File: src/rtl/mem_arbiter_if.sv
// Pipeline-side handshakes, vector delivery and the single memory port of mem_arbiter.
// The master modport is the pipeline/memory side; slave is the arbiter.
interface mem_arbiter_if;
  logic       if_req;
  logic [7:0] if_addr;
  logic       if_gnt;
  logic       if_valid;
  logic [7:0] if_data;
  logic       dm_rd;
  logic       dm_wr;
  logic [7:0] dm_addr;
  logic [7:0] dm_wdata;
  logic       dm_gnt;
  logic       dm_valid;
  logic [7:0] dm_rdata;
  logic       int_req;
  logic       vec_valid;
  logic       vec_type;
  logic [7:0] vec_data;
  logic       busy;
  logic       mem_read;
  logic       mem_write;
  logic [7:0] mem_address;
  logic [7:0] mem_wdata;
  logic [7:0] mem_rdata;

  modport master (
    output if_req, if_addr, dm_rd, dm_wr, dm_addr, dm_wdata, int_req, mem_rdata,
    input  if_gnt, if_valid, if_data, dm_gnt, dm_valid, dm_rdata,
           vec_valid, vec_type, vec_data, busy,
           mem_read, mem_write, mem_address, mem_wdata
  );

  modport slave (
    input  if_req, if_addr, dm_rd, dm_wr, dm_addr, dm_wdata, int_req, mem_rdata,
    output if_gnt, if_valid, if_data, dm_gnt, dm_valid, dm_rdata,
           vec_valid, vec_type, vec_data, busy,
           mem_read, mem_write, mem_address, mem_wdata
  );
endinterface

File: src/rtl/mem_arbiter.sv
// Single-port memory arbiter: data beats fetch, fetch starvation bounded by STARVE_MAX,
// reset/interrupt vector reads. Grants are combinational; responses follow 1 cycle later.
module mem_arbiter #(
  parameter int unsigned STARVE_MAX = 4
) (
  input  logic          clk,
  input  logic          reset,
  mem_arbiter_if.slave  bus
);

  typedef enum logic [1:0] {BOOT, RUN, IVEC} state_t;

  localparam logic [3:0] SMAX = 4'(STARVE_MAX);

  state_t     state;
  state_t     state_nxt;
  logic [3:0] starve_cnt;
  logic       int_pend;
  logic       dm_req;
  logic       fetch_win;
  logic       vec_cycle;

  assign dm_req    = bus.dm_rd | bus.dm_wr;
  assign fetch_win = bus.if_req & (~dm_req | (starve_cnt == SMAX));
  assign vec_cycle = (state == BOOT) | (state == IVEC);

  always_ff @(posedge clk) begin
    if (reset) state <= BOOT;
    else       state <= state_nxt;
  end

  always_comb begin
    state_nxt = state;
    case (state)
      BOOT:    state_nxt = RUN;
      IVEC:    state_nxt = RUN;
      RUN:     if (bus.int_req || int_pend) state_nxt = IVEC;
      default: state_nxt = BOOT;
    endcase
  end

  // Everything combinational is forced quiet while reset is held.
  always_comb begin
    bus.if_gnt      = 1'b0;
    bus.dm_gnt      = 1'b0;
    bus.mem_read    = 1'b0;
    bus.mem_write   = 1'b0;
    bus.mem_address = 8'h00;
    bus.mem_wdata   = 8'h00;
    bus.busy        = 1'b0;
    if (!reset) begin
      case (state)
        BOOT: begin
          bus.busy     = 1'b1;
          bus.mem_read = 1'b1;
        end
        IVEC: begin
          bus.busy        = 1'b1;
          bus.mem_read    = 1'b1;
          bus.mem_address = 8'h01;
        end
        RUN: begin
          if (fetch_win) begin
            bus.if_gnt      = 1'b1;
            bus.mem_read    = 1'b1;
            bus.mem_address = bus.if_addr;
          end else if (dm_req) begin
            bus.dm_gnt      = 1'b1;
            bus.mem_address = bus.dm_addr;
            if (bus.dm_wr) begin
              bus.mem_write = 1'b1;
              bus.mem_wdata = bus.dm_wdata;
            end else begin
              bus.mem_read = 1'b1;
            end
          end
        end
        default: ;
      endcase
    end
  end

  always_ff @(posedge clk) begin
    if (reset) begin
      bus.if_valid  <= 1'b0;
      bus.if_data   <= 8'h00;
      bus.dm_valid  <= 1'b0;
      bus.dm_rdata  <= 8'h00;
      bus.vec_valid <= 1'b0;
      bus.vec_type  <= 1'b0;
      bus.vec_data  <= 8'h00;
      starve_cnt    <= 4'd0;
      int_pend      <= 1'b0;
    end else begin
      bus.if_valid  <= bus.if_gnt;
      bus.dm_valid  <= bus.dm_gnt;
      bus.vec_valid <= vec_cycle;
      if (bus.if_gnt) bus.if_data <= bus.mem_rdata;
      if (bus.dm_gnt && !bus.dm_wr) bus.dm_rdata <= bus.mem_rdata;
      if (vec_cycle) begin
        bus.vec_type <= (state == IVEC);
        bus.vec_data <= bus.mem_rdata;
      end
      // Counts consecutive lost cycles; frozen while a vector is being read.
      if (state == RUN) begin
        if (bus.if_req && !bus.if_gnt) begin
          if (starve_cnt != SMAX) starve_cnt <= starve_cnt + 4'd1;
        end else begin
          starve_cnt <= 4'd0;
        end
      end
      if (vec_cycle && bus.int_req)                   int_pend <= 1'b1;
      else if (state == RUN && state_nxt == IVEC)     int_pend <= 1'b0;
    end
  end

endmodule

File: src/flat_wrapper.sv
// flat-port wrapper written by rule: the top's interface ports become plain ports
module mem_arbiter_flat 
#(
  parameter int unsigned STARVE_MAX = 4
)
  (clk, reset, bus_if_req, bus_if_addr, bus_dm_rd, bus_dm_wr, bus_dm_addr, bus_dm_wdata, bus_int_req, bus_mem_rdata, bus_if_gnt, bus_if_valid, bus_if_data, bus_dm_gnt, bus_dm_valid, bus_dm_rdata, bus_vec_valid, bus_vec_type, bus_vec_data, bus_busy, bus_mem_read, bus_mem_write, bus_mem_address, bus_mem_wdata);
  mem_arbiter_if bus_i ();
  input  logic clk;
  input  logic reset;
  input wire logic [$bits(bus_i.if_req)-1:0] bus_if_req;
  input wire logic [$bits(bus_i.if_addr)-1:0] bus_if_addr;
  input wire logic [$bits(bus_i.dm_rd)-1:0] bus_dm_rd;
  input wire logic [$bits(bus_i.dm_wr)-1:0] bus_dm_wr;
  input wire logic [$bits(bus_i.dm_addr)-1:0] bus_dm_addr;
  input wire logic [$bits(bus_i.dm_wdata)-1:0] bus_dm_wdata;
  input wire logic [$bits(bus_i.int_req)-1:0] bus_int_req;
  input wire logic [$bits(bus_i.mem_rdata)-1:0] bus_mem_rdata;
  output wire logic [$bits(bus_i.if_gnt)-1:0] bus_if_gnt;
  output wire logic [$bits(bus_i.if_valid)-1:0] bus_if_valid;
  output wire logic [$bits(bus_i.if_data)-1:0] bus_if_data;
  output wire logic [$bits(bus_i.dm_gnt)-1:0] bus_dm_gnt;
  output wire logic [$bits(bus_i.dm_valid)-1:0] bus_dm_valid;
  output wire logic [$bits(bus_i.dm_rdata)-1:0] bus_dm_rdata;
  output wire logic [$bits(bus_i.vec_valid)-1:0] bus_vec_valid;
  output wire logic [$bits(bus_i.vec_type)-1:0] bus_vec_type;
  output wire logic [$bits(bus_i.vec_data)-1:0] bus_vec_data;
  output wire logic [$bits(bus_i.busy)-1:0] bus_busy;
  output wire logic [$bits(bus_i.mem_read)-1:0] bus_mem_read;
  output wire logic [$bits(bus_i.mem_write)-1:0] bus_mem_write;
  output wire logic [$bits(bus_i.mem_address)-1:0] bus_mem_address;
  output wire logic [$bits(bus_i.mem_wdata)-1:0] bus_mem_wdata;
  assign bus_i.if_req = bus_if_req;
  assign bus_i.if_addr = bus_if_addr;
  assign bus_i.dm_rd = bus_dm_rd;
  assign bus_i.dm_wr = bus_dm_wr;
  assign bus_i.dm_addr = bus_dm_addr;
  assign bus_i.dm_wdata = bus_dm_wdata;
  assign bus_i.int_req = bus_int_req;
  assign bus_i.mem_rdata = bus_mem_rdata;
  assign bus_if_gnt = bus_i.if_gnt;
  assign bus_if_valid = bus_i.if_valid;
  assign bus_if_data = bus_i.if_data;
  assign bus_dm_gnt = bus_i.dm_gnt;
  assign bus_dm_valid = bus_i.dm_valid;
  assign bus_dm_rdata = bus_i.dm_rdata;
  assign bus_vec_valid = bus_i.vec_valid;
  assign bus_vec_type = bus_i.vec_type;
  assign bus_vec_data = bus_i.vec_data;
  assign bus_busy = bus_i.busy;
  assign bus_mem_read = bus_i.mem_read;
  assign bus_mem_write = bus_i.mem_write;
  assign bus_mem_address = bus_i.mem_address;
  assign bus_mem_wdata = bus_i.mem_wdata;
  mem_arbiter #(.STARVE_MAX(STARVE_MAX)) u_core (.clk(clk), .reset(reset), .bus(bus_i));
endmodule
File: config.mk
export PLATFORM = sky130hd
export DESIGN_NAME = mem_arbiter_flat
export DESIGN_NICKNAME = d
export VERILOG_FILES = /design/src/rtl/mem_arbiter_if.sv /design/src/rtl/mem_arbiter.sv /design/src/flat_wrapper.sv
export SDC_FILE = /design/constraint.sdc
export NUM_CORES = 1
export LEC_CHECK = 0
export CORE_MARGIN = 1
export CORE_UTILIZATION = 36
export DETAILED_ROUTE_END_ITERATION = 8
export GPL_ROUTABILITY_DRIVEN = 0
export GPL_TIMING_DRIVEN = 0
export PLACE_DENSITY = 0.75
export SYNTH_ARGS = -nofsm -noshare
export SYNTH_HDL_FRONTEND = slang
export SYNTH_SLANG_ARGS = --single-unit
File: constraint.sdc
create_clock -name clk -period 1.6 [get_ports clk]
set_input_delay 0.32 -clock clk [delete_from_list [all_inputs] [get_ports clk]]
set_output_delay 0.32 -clock clk [all_outputs]
set_load 0.01 [all_outputs]
==> impl_results.rst <==
.. list-table::
   :header-rows: 1

   * - Metric
     - Value
   * - Final Routed Wirelength
     - 5.16 mm
   * - Seq/Total Area, Yosys
     - 0.391
   * - Die height
     - 72.5 um
   * - Peak supply drop
     - 520 uV
   * - Worst hold path type
     - register to register
   * - CTS clk-pin slew, worst paths
     - 0.07 ns
   * - Finished layout cell area
     - 0.00310 mm^2
   * - Half-perimeter wire length after placement
     - 3.60 mm
   * - Max cap viols
     - 0
   * - Final critical-path setup slack
     - -0.389 ns
   * - Number of vias per cell after detailed routing
     - 4.78
   * - Capturing element of the worst setup path
     - bus_mem_address[0]
   * - Pin count of the biggest net entering global routing
     - 12
   * - Remaining global-route overflow
     - 0
   * - Number of input and output port buffers inserted
     - 85
   * - Highest Signal Layer
     - met4
   * - Max Slew Vio Count
     - 0
   * - Worst reg2reg path endpoint
     - u_core.bus.if_data[2]
   * - Met3 wire length
     - 268 um
   * - Fillcell total
     - 407
   * - Post-route total power
     - 2.20 mW
   * - Number of routed nets with antenna violations
     - 0
   * - Post-DP Area
     - 0.00278 mm^2
   * - Crit-path cells
     - inv_1 > ha_4 > nand3b_1 > buf_4 > o311ai_2 > buf_2
   * - Power density normalized to cell area
     - 708 mW/mm^2
   * - Final core area utilization
     - 0.652
   * - Inserted Clock Buffers
     - 5
   * - Maximum buffer depth of the clock tree
     - 2
   * - Area share of the largest cell type after synthesis
     - 0.391
   * - Clock latency of the later-clocked register in the worst-skew pair
     - 0.28 ns
   * - Leading area contributor after synthesis
     - dfxtp_1
   * - Critical path data arrival time
     - 1.67 ns
   * - Clock sink count
     - 35
   * - Layout Area Growth over Synthesis
     - 73.0%
   * - Type of destination of the critical path
     - primary output
   * - Static leakage power
     - 1.28 nW
   * - TritonCTS clock tree
     - yes
   * - Clock Skew
     - 0.00632 ns
   * - Number of top-level pins
     - 87
   * - Worst slew slack as a fraction of its limit
     - 0.765
   * - Count of endpoints failing setup in the final report
     - 28
   * - Setup crit start kind
     - register
   * - Routed wire per std cell
     - 13.4 um
   * - Initial drt markers
     - 92
   * - Final hold violations
     - 0
   * - Post-synth design cell area
     - 0.00179 mm^2
   * - Number of nets produced by synthesis
     - 250
   * - Number of standard-cell rows in the floorplan
     - 25
   * - Gate Count Post-Synth
     - 206
   * - CTS H-tree lvls
     - 2
   * - Number of unique standard cell types used by synthesis
     - 38
   * - Most common cell after layout, fill and taps aside
     - clkdlybuf4s50_1
   * - Wire length on met1
     - 2.34 mm
   * - R2R cell count
     - 9
   * - Run status
     - finished with violations
   * - Length of the first detailed-routing pass in iterations
     - 4
   * - Reg-to-Reg Start
     - u_core.starve_cnt[0]
   * - Period utilisation layout
     - 1.24
   * - Largest fanout on the critical path
     - 3
   * - Flip-flop and latch count after synthesis
     - 35
   * - Transition time at the pin with the least slew margin
     - 0.352 ns
   * - Unrepaired setup endpoints after global routing
     - yes
   * - Layout cells sized above 1
     - 0.277
   * - Peak clock frequency supported by timing
     - 503 MHz
   * - Critical path launch point
     - u_core.state[0]
   * - Initial antenna violation count
     - 0
   * - Area of the die
     - 0.00526 mm^2
   * - Largest cells by area after synthesis
     - dfxtp_1 (39%), mux2i_1 (8.9%), nand2b_1 (8.7%)
   * - Number of antenna repair diodes
     - 0
   * - Overall fraction of global-route tracks in use
     - 0.193
   * - Slowest CP cell
     - dfxtp_4
   * - Starting Density
     - 0.377
   * - Number of global-route vias before repair
     - 1702
   * - Min Tclk post-route
     - 1.99 ns
   * - Critical Path RT
     - 1.28 ns
   * - CORE AREA
     - 0.00475 mm^2
   * - Die W
     - 72.5 um
   * - Total via count after detailed routing
     - 1841
   * - Final sum of negative setup slack
     - -7.26 ns
   * - Routed wl met2
     - 2.44 mm
   * - Count of yosys warnings during synthesis
     - 0
   * - Violated checks
     - negative setup slack
   * - Synthesized area per cell
     - 8.70 um^2
   * - Worst reg-to-reg setup slack
     - -0.11 ns
   * - Top library cells by usage in the layout, fill and taps aside
     - clkdlybuf4s50_1 (61), dfxtp_1 (31), nand2b_1 (24), nand2_1 (20)
   * - Crit path kind
     - register to primary output
   * - First-pass GRT wire length
     - 7.85 mm
   * - Residual DRC
     - 0
   * - Worst setup slack after placement
     - -1.06 ns
   * - Hold-fix buffer count after cts
     - 0
   * - Nets
     - 361
   * - CP peak stage delay
     - 0.36 ns
   * - Clock Tree Root
     - clkbuf_8
[how the worst min path moves through the flow]
stage               slack (ns)  cells past startpoint                   start                endpoint
finish                    0.45                      2  u_core.bus.vec_data[7]  u_core.bus.vec_data[7]
global route              0.48                      2  u_core.bus.vec_data[2]  u_core.bus.vec_data[2]
CTS                       0.46                      3                   reset   u_core.bus.if_data[4]
detailed placement        0.45                      2  u_core.bus.vec_data[7]  u_core.bus.vec_data[7]
global placement          0.44                      2  u_core.bus.vec_data[2]  u_core.bus.vec_data[2]
floorplan                 0.44                      2         u_core.int_pend         u_core.int_pend
[layout make-up]
class,instances,area (um^2),area share
Buffer,11,82.6,0.0266
Clock buffer,6,72.6,0.0234
Clock inverter,2,12.5,0.00404
Inverter,8,31.3,0.0101
Multi-Input combinational cell,151,1120,0.360
Sequential cell,35,708,0.228
Tap cell,67,83.8,0.0270
Timing Repair Buffer,105,992,0.320
[flip-flops by register name, indices dropped and copies added, names as in the netlist]
register / flops
u_core.bus.if_data: 8
u_core.bus.dm_rdata: 8
u_core.bus.vec_data: 8
u_core.bus.if_valid: 1
u_core.state: 2
u_core.bus.vec_valid: 1
u_core.starve_cnt: 4
u_core.bus.vec_type: 1
u_core.bus.dm_valid: 1
u_core.int_pend: 1
[repair_timing]
action / 4_1_cts / 5_1_grt
setup buffers: 12 / 6
endpoints found under the setup margin: 23 / 45
resized for setup: 112 / 16
pin swaps: 5 / 8
hold endpoints to repair: 0 / 0
gates cloned: 2 / 0
[power breakdown]
group          total [mW]  internal, mW  switching (mW)
clock               0.626         0.304           0.322
sequential          0.951         0.925          0.0258
combinational       0.619         0.336           0.283
[synthesized netlist by cell type (all sizes together)]
| library cell | number |
|---|---|
| dfxtp | 35 |
| nand2b | 25 |
| nand2 | 21 |
| a21oi | 20 |
| mux2i | 16 |
| nor2 | 10 |
| and2 | 8 |
| nand3 | 8 |
| o211ai | 8 |
| inv | 7 |
| buf | 6 |
| clkbuf | 6 |
| ha | 6 |
| a31oi | 3 |
| nand3b | 3 |
| nand4 | 3 |
| nand4b | 3 |
| nor2b | 2 |
| or2 | 2 |
| a2111oi | 1 |
| a211oi | 1 |
| and3b | 1 |
| and4 | 1 |
| and4b | 1 |
| clkinv | 1 |
| nand4bb | 1 |
| nor3 | 1 |
| nor3b | 1 |
| o21a | 1 |
| o21ai | 1 |
| o221ai | 1 |
| o311ai | 1 |
| o31ai | 1 |
[critical path: cells and delay by family (launching register included)]
kind,cells,cell delay [ns]
AOI/OAI and AO/OA,1,0.19
and+or+nand+nor,1,0.13
buffers and inverters,3,0.42
adders and majority gates,1,0.27
DFF,1,0.36
[through the flow]
step	std cells	hold slack (ns)
2_1_floorplan	206	0.444
3_3_place_gp	358	0.438
3_5_place_dp	358	0.445
4_1_cts	379	0.455
5_1_grt	385	0.482
6_report	385	0.453
[cells by family (layout without fill, tap and decap cells)]
group                      count (synthesis)  in the layout  synth area share
AOI/OAI and AO/OA                         38             38             0.138
adders and majority gates                  6              6            0.0419
buffers and inverters                     20            132            0.0496
DFF                                       35             35             0.391
muxes                                     16             16            0.0894
and+or+nand+nor                           91             91             0.291
[per-layer routing]
| layer | track usage | up-vias |
|---|---|---|
| met3 | 0.0542 | 10 |
| met5 | 0 | - |
| met1 | 0.244 | 843 |
| met2 | 0.314 | 58 |
| li1 | - | 930 |
| met4 | 0.0654 | 0 |
Note: power is estimated with default switching activity, not from simulation.
